`src/rtl/pvr_vq_pkg.sv`:
```
// Shared types and helpers for the PVR VQ texel path: FSM states, codebook
// geometry and the 2x2 codebook-entry texel selector.
package pvr_vq_pkg;

    typedef enum logic [2:0] {
        ST_IDLE     = 3'd0,
        ST_IDX_REQ  = 3'd1,
        ST_CB_PROBE = 3'd2,
        ST_CB_CHECK = 3'd3,
        ST_CB_FILL  = 3'd4,
        ST_OUT      = 3'd5
    } vq_state_e;

    localparam int CB_BYTES   = 2048;
    localparam int CB_ENTRIES = 256;
    localparam int CB_IDX_W   = $clog2(CB_ENTRIES);
    // Half-width of the twiddled offset: one bit per block-coordinate bit.
    localparam int TW_HALF    = 9;

    // sel = {u[0], v[0]} picks one of the four 16-bit texels of an entry.
    function automatic logic [15:0] texel_select(input logic [63:0] entry,
                                                 input logic [1:0]  sel);
        logic [15:0] r;
        case (sel)
            2'd0:    r = entry[15:0];
            2'd1:    r = entry[31:16];
            2'd2:    r = entry[47:32];
            2'd3:    r = entry[63:48];
            default: r = 16'h0000;
        endcase
        return r;
    endfunction

endpackage

```
`src/rtl/vq_twiddle.sv`:
```
// Combinational twiddle: interleaves block coordinates into a Morton offset,
// masked to the texture size. Shared with the non-VQ twiddled fetch path.
module vq_twiddle
    import pvr_vq_pkg::*;
(
    input  logic [TW_HALF-1:0]   bx,
    input  logic [TW_HALF-1:0]   by,
    input  logic [3:0]           size_log2,
    output logic [2*TW_HALF-1:0] t
);

    // Bit 2k from by[k], bit 2k+1 from bx[k], only for k < size_log2-1.
    always_comb begin
        t = {(2*TW_HALF){1'b0}};
        for (int k = 0; k < TW_HALF; k++) begin
            if ((k + 1) < int'(size_log2)) begin
                t[2*k]   = by[k];
                t[2*k+1] = bx[k];
            end else begin
                t[2*k]   = 1'b0;
                t[2*k+1] = 1'b0;
            end
        end
    end

endmodule

```
`src/rtl/vq_texel_fetch.sv`:
```
// VQ texel fetch: index byte from VRAM (with last-word reuse), codebook
// cache probe/fill, and hand-off of the selected texel to the filter.
module vq_texel_fetch
    import pvr_vq_pkg::*;
#(
    parameter int VRAM_AW = 23,
    parameter int UV_W    = 10
)
(
    input  logic                 clock,
    input  logic                 reset_n,
    input  logic                 req_valid,
    output logic                 req_ready,
    input  logic [UV_W-1:0]      req_u,
    input  logic [UV_W-1:0]      req_v,
    input  logic [3:0]           req_size_log2,
    input  logic [VRAM_AW-1:0]   req_tex_base,
    input  logic [9:0]           req_tag,
    input  logic                 idx_flush,
    output logic                 vram_rd,
    output logic [VRAM_AW-4:0]   vram_addr,
    input  logic                 vram_valid,
    input  logic [63:0]          vram_din,
    output logic [9:0]           cb_tag,
    output logic [7:0]           cb_read_index,
    output logic                 cb_cache_read,
    input  logic                 cb_wait,
    input  logic                 cb_hit,
    input  logic [63:0]          cb_dout,
    output logic                 texel_valid,
    input  logic                 texel_ready,
    output logic [15:0]          texel
);

    localparam int WA_W = VRAM_AW - 3;

    vq_state_e             state_q, state_d;
    logic                  rdy_q, rdy_d;
    logic [9:0]            tag_q, tag_d;
    logic [WA_W-1:0]       waddr_q, waddr_d;
    logic [2:0]            lane_q, lane_d;
    logic [1:0]            sel_q, sel_d;
    logic [CB_IDX_W-1:0]   index_q, index_d;
    logic [15:0]           texel_q, texel_d;
    logic [63:0]           idx_word_q, idx_word_d;
    logic [WA_W-1:0]       idx_waddr_q, idx_waddr_d;
    logic                  idx_ok_q, idx_ok_d;
    logic                  fill_first_q, fill_first_d;

    logic                  vram_rd_s;
    logic                  cache_read_s;
    logic [TW_HALF-1:0]    bx_s, by_s;
    logic [2*TW_HALF-1:0]  twid_s;
    logic [VRAM_AW-1:0]    byte_addr_s;
    logic                  idx_reuse_s;

    // Block coordinates straight from the request; only sampled on accept.
    always_comb begin
        bx_s = TW_HALF'(req_u >> 1);
        by_s = TW_HALF'(req_v >> 1);
    end

    vq_twiddle u_twiddle (
        .bx        (bx_s),
        .by        (by_s),
        .size_log2 (req_size_log2),
        .t         (twid_s)
    );

    // Index bytes follow the 2 KB codebook; the sum wraps in VRAM space.
    assign byte_addr_s = req_tex_base + VRAM_AW'(CB_BYTES) + VRAM_AW'(twid_s);
    assign idx_reuse_s = idx_ok_q && !idx_flush &&
                         (idx_waddr_q == byte_addr_s[VRAM_AW-1:3]);

    // Next-state and datapath update for the fetch/probe/fill sequence.
    always_comb begin
        state_d      = state_q;
        tag_d        = tag_q;
        waddr_d      = waddr_q;
        lane_d       = lane_q;
        sel_d        = sel_q;
        index_d      = index_q;
        texel_d      = texel_q;
        idx_word_d   = idx_word_q;
        idx_waddr_d  = idx_waddr_q;
        idx_ok_d     = idx_ok_q;
        fill_first_d = fill_first_q;
        vram_rd_s    = 1'b0;
        cache_read_s = 1'b0;

        case (state_q)
            ST_IDLE: begin
                if (rdy_q && req_valid) begin
                    tag_d   = req_tag;
                    waddr_d = byte_addr_s[VRAM_AW-1:3];
                    lane_d  = byte_addr_s[2:0];
                    sel_d   = {req_u[0], req_v[0]};
                    if (idx_reuse_s) begin
                        index_d = idx_word_q[{byte_addr_s[2:0], 3'b000} +: 8];
                        state_d = ST_CB_PROBE;
                    end else begin
                        state_d = ST_IDX_REQ;
                    end
                end else begin
                    state_d = ST_IDLE;
                end
            end
            ST_IDX_REQ: begin
                // The VRAM port is shared with the cache fill.
                vram_rd_s = !cb_wait;
                if (vram_rd_s && vram_valid) begin
                    idx_word_d  = vram_din;
                    idx_waddr_d = waddr_q;
                    idx_ok_d    = 1'b1;
                    index_d     = vram_din[{lane_q, 3'b000} +: 8];
                    state_d     = ST_CB_PROBE;
                end else begin
                    state_d = ST_IDX_REQ;
                end
            end
            ST_CB_PROBE: begin
                state_d = ST_CB_CHECK;
            end
            ST_CB_CHECK: begin
                if (cb_hit) begin
                    texel_d = texel_select(cb_dout, sel_q);
                    state_d = ST_OUT;
                end else begin
                    cache_read_s = 1'b1;
                    fill_first_d = 1'b1;
                    state_d      = ST_CB_FILL;
                end
            end
            ST_CB_FILL: begin
                // The first fill cycle never exits, so cb_wait has time to rise.
                if (fill_first_q) begin
                    fill_first_d = 1'b0;
                end else if (!cb_wait) begin
                    state_d = ST_CB_PROBE;
                end else begin
                    state_d = ST_CB_FILL;
                end
            end
            ST_OUT: begin
                if (texel_ready) begin
                    state_d = ST_IDLE;
                end else begin
                    state_d = ST_OUT;
                end
            end
            default: begin
                state_d = ST_IDLE;
            end
        endcase

        // A flush beats a same-cycle capture.
        if (idx_flush) begin
            idx_ok_d = 1'b0;
        end else begin
            idx_ok_d = idx_ok_d;
        end

        rdy_d = (state_d == ST_IDLE);
    end

    // State and datapath registers with synchronous active-low reset.
    always_ff @(posedge clock) begin
        if (!reset_n) begin
            state_q      <= ST_IDLE;
            rdy_q        <= 1'b0;
            tag_q        <= 10'd0;
            waddr_q      <= {WA_W{1'b0}};
            lane_q       <= 3'd0;
            sel_q        <= 2'd0;
            index_q      <= {CB_IDX_W{1'b0}};
            texel_q      <= 16'h0000;
            idx_word_q   <= 64'h0;
            idx_waddr_q  <= {WA_W{1'b0}};
            idx_ok_q     <= 1'b0;
            fill_first_q <= 1'b0;
        end else begin
            state_q      <= state_d;
            rdy_q        <= rdy_d;
            tag_q        <= tag_d;
            waddr_q      <= waddr_d;
            lane_q       <= lane_d;
            sel_q        <= sel_d;
            index_q      <= index_d;
            texel_q      <= texel_d;
            idx_word_q   <= idx_word_d;
            idx_waddr_q  <= idx_waddr_d;
            idx_ok_q     <= idx_ok_d;
            fill_first_q <= fill_first_d;
        end
    end

    assign req_ready     = rdy_q;
    assign vram_rd       = vram_rd_s;
    assign vram_addr     = waddr_q;
    assign cb_tag        = tag_q;
    assign cb_read_index = index_q;
    assign cb_cache_read = cache_read_s;
    assign texel_valid   = (state_q == ST_OUT);
    assign texel         = texel_q;

endmodule
```
`config.mk`:
```
export PLATFORM = sky130hd
export DESIGN_NAME = vq_texel_fetch
export DESIGN_NICKNAME = d
export VERILOG_FILES = /design/src/rtl/pvr_vq_pkg.sv /design/src/rtl/vq_twiddle.sv /design/src/rtl/vq_texel_fetch.sv
export SDC_FILE = /design/constraint.sdc
export NUM_CORES = 1
export LEC_CHECK = 0
export ABC_AREA = 1
export CORE_MARGIN = 2
export CORE_UTILIZATION = 28
export CTS_CLUSTER_SIZE = 10
export DETAILED_ROUTE_END_ITERATION = 8
export GPL_TIMING_DRIVEN = 0
export PLACE_DENSITY = 0.56
export SYNTH_ARGS = -nofsm -noshare
export SYNTH_HDL_FRONTEND = slang
export SYNTH_SLANG_ARGS = --single-unit
```
`constraint.sdc`:
```
create_clock -name clock -period 8.9 [get_ports clock]
set_clock_uncertainty 0.05 [all_clocks]
set_input_delay 2.225 -clock clock [delete_from_list [all_inputs] [get_ports clock]]
set_output_delay 2.225 -clock clock [all_outputs]
set_load 0.02 [all_outputs]
```
==> impl_results.md <==
* Starting Density at 28.6%
* CTS Hold Bufs at 0
* Final hold viol count at 0
* Dominant cells by area after synthesis: dfxtp_1 (33%), nor2_1 (12%), o21ai_0 (10%)
* Post-CTS Resized at 0
* Slew Limit Headroom at 36.4%
* Post-synth cell types at 44
* Slew @ Worst Pin at 0.954 ns
* Final min period at 5.87 ns
* CTS max path bufs at 2
* Final net count at 1885
* Final setup TNS at 0 ns
* Hold_sp: idx_word_q[42]$_SDFFE_PN0P_
* Critical path fanouts, max at 3
* Yosys warns at 0
* Dpl cells at 2038
* Run status: completed
* Layout cells sized above 1 at 4.08%
* Clock slew at reported path FFs at 0.07 ns
* CP Capture Type: output pin
* Clk_lat worst skew at 0.43 ns
* I/O Pins at 251
* Seq cells post-synth at 149
* Syn Nets at 1618
* Hold depth at 2
* Peak VDD IR at 0.150 mV
* RSZ-0062 raised after global routing: false
* Lkg Pwr at 5.40 nW
* Die area at 33800 um2
* Required time worst endpoint at 6.63 ns
* Vias in the first global route at 9803
* Mapped cell area at 9070 um2
* Fmax achieved at 170 MHz
* Die width at 184 um
* Placer Congestion at 0.915
* Worst reg2reg path startpoint: state_q[0]$_SDFF_PN0_
* Vias per inst at 4.94
* First-pass GRT wire length at 55500 um
* TritonCTS buffer count at 17
* Post-synth top cells: nor2_1 (282), o21ai_0 (189), nand2_1 (182), inv_1 (167), dfxtp_1 (149)
* Std cell rows at 65
* Sequential element share of the synthesized area at 32.9%
* Residual DRC at 0
* CP arrival at 3.59 ns
* Overflow left after global routing at 0
* Hold Path Sink: idx_word_q[42]$_SDFFE_PN0P_
* Critical path type: in2out
* R2R Setup Slk at 6.24 ns
* Share of the synthesized area in the top cell type at 32.9%
* Setup Buffers After CTS at 0
* Max-cap violation count at 0
* Antenna cells at 0
* DP HPWL at 30000 um
* H-tree Lvls at 4
* # setup viols final at 0
* Fraction of registers with async set/reset at 0%
* Final Cycle Share at 65.9%
* Reg2Reg Capture Point: idx_waddr_q[3]$_SDFFE_PN0P_
* Fin. max-slew vios at 0
* Register share of total power at 34.2%
* Area leader, netlist: dfxtp_1
* Hold slack at 0.407 ns
* Internal at 0.00141 W
* CTS tree: done
* Clock share of power at 36.0%
* Largest net degree at the start of global routing at 17
* PD cells at 170 nW/um2
* Synthesized netlist cell count at 1388
* Vias at 10200
* CTS sink count at 149
* Most frequent cell after synthesis: nor2_1
* Number of synthesized flops with an enable pin at 0
* Area of the multi-input gates at 5180 um2
* Depth of the worst register-to-register path at 7
* Psw at 0.000738 W
* DRT iter0 DRCs at 702
* PortBufs at 248
* Fillcell total at 3420
* Post-synthesis average cell area at 6.53 um2
* Combinational share of power at 29.8%
* HP Class: reg2reg
* DRT antenna net count at 0
* Final WL at 36800 um
* Initial antenna violation count at 0
* Die height at 184 um
* Non-filler instance count after layout at 2070
* Register area at 2980 um2
* Net Sw Frac at 34.3%
* WL per Instance at 17.8 um
* Total GRT Usage at 21.7%
* Root Buffer: clkbuf_16
* Crit start category: input pin
* Area Overhead vs Synth at 39.7%
* TritonRoute pass-1 iters at 8
* Core ar. at 31700 um2
* Post-synth top flop: dfxtp_1
## layout make-up
cell class	count	share of cell area, %
multi-input combinational	999	40.8
sequential	149	23.5
timing repair buffer	248	19.6
inverter	169	5.01
tap	402	3.97
clock buffer	17	3.36
buffer	71	2.17
clock inverter	15	1.53
## power groups by stage
stage	clock network (W)	registers, W	logic, W
floorplan	0	0.000764	0.000339
global placement	0	0.000750	0.000635
detailed placement	0	0.000750	0.000637
CTS	0.000784	0.000735	0.000639
global route	0.000818	0.000739	0.000705
finish	0.000774	0.000735	0.000641
## kinds of logic (layout without fill, tap and decap cells)
family / after synthesis / in the layout / share of synthesized area, %
simple gates: 583 / 583 / 27.0
xor+xnor: 4 / 4 / 0.621
mux: 17 / 17 / 1.88
flops: 149 / 149 / 32.9
fa+ha+maj: 37 / 37 / 5.19
buf+inv: 240 / 520 / 10.0
compound gates: 358 / 358 / 22.4
## state kept, by name, indices dropped and copies added (netlist names)
name           count
cb_read_index      8
cb_tag            10
fill_first_q       1
idx_ok_q           1
idx_waddr_q       20
idx_word_q        64
lane_q             3
req_ready          1
sel_q              2
state_q            3
texel             16
vram_addr         20
## through the flow
stage                     util (%)  cell area [um2]  setup slack (ns)  total power (W)
after floorplan                  -             9070              3.69          0.00110
after global placement        38.0            12100              2.75          0.00138
after detailed placement      38.0            12100              2.65          0.00139
after CTS                     40.0            12700              2.98          0.00216
after global routing          40.0            12700              2.71          0.00226
final                         40.0            12700              3.03          0.00215
## worst max path at each step
stage | startpoint | end | cells after the start
final | cb_wait | vram_rd | 3
after global routing | req_size_log2[2] | cb_read_index[7]$_SDFFE_PN0P_ | 23
after CTS | cb_wait | vram_rd | 3
after detailed placement | req_size_log2[2] | cb_read_index[7]$_SDFFE_PN0P_ | 23
after global placement | req_size_log2[2] | cb_read_index[2]$_SDFFE_PN0P_ | 23
after floorplan | req_size_log2[3] | cb_read_index[0]$_SDFFE_PN0P_ | 23
## routing by layer
metal | part of all wire, % | vias to the layer above | track usage, %
met5 | 0 | - | 0
met4 | 2.2 | 0 | 6.14
met3 | 8.7 | 41 | 6.18
met2 | 47 | 395 | 36.9
met1 | 42 | 4646 | 26.6
li1 | - | 5136 | -
## worst max-delay path, cell delays in order
cell	delay (ns)
clkdlybuf4s50_1	0.49
nor2_1	0.22
clkdlybuf4s50_1	0.66
## cells in the final DEF (no fill, tap or decap), types with 6 or more instances in the layout
cell	n
nand2_1	182
clkdlybuf4s50_1	248
nor2_1	282
inv_1	167
o32ai_1	15
clkbuf_1	63
nand3_1	72
inv_6	6
a31oi_1	15
a21oi_1	84
o22ai_1	8
mux2i_1	17
ha_1	36
dfxtp_1	149
nand2_2	13
o21ai_0	189
a221oi_1	13
nor3_1	6
clkbuf_16	17
o211ai_1	17
Note: power is estimated with default switching activity, not from simulation.
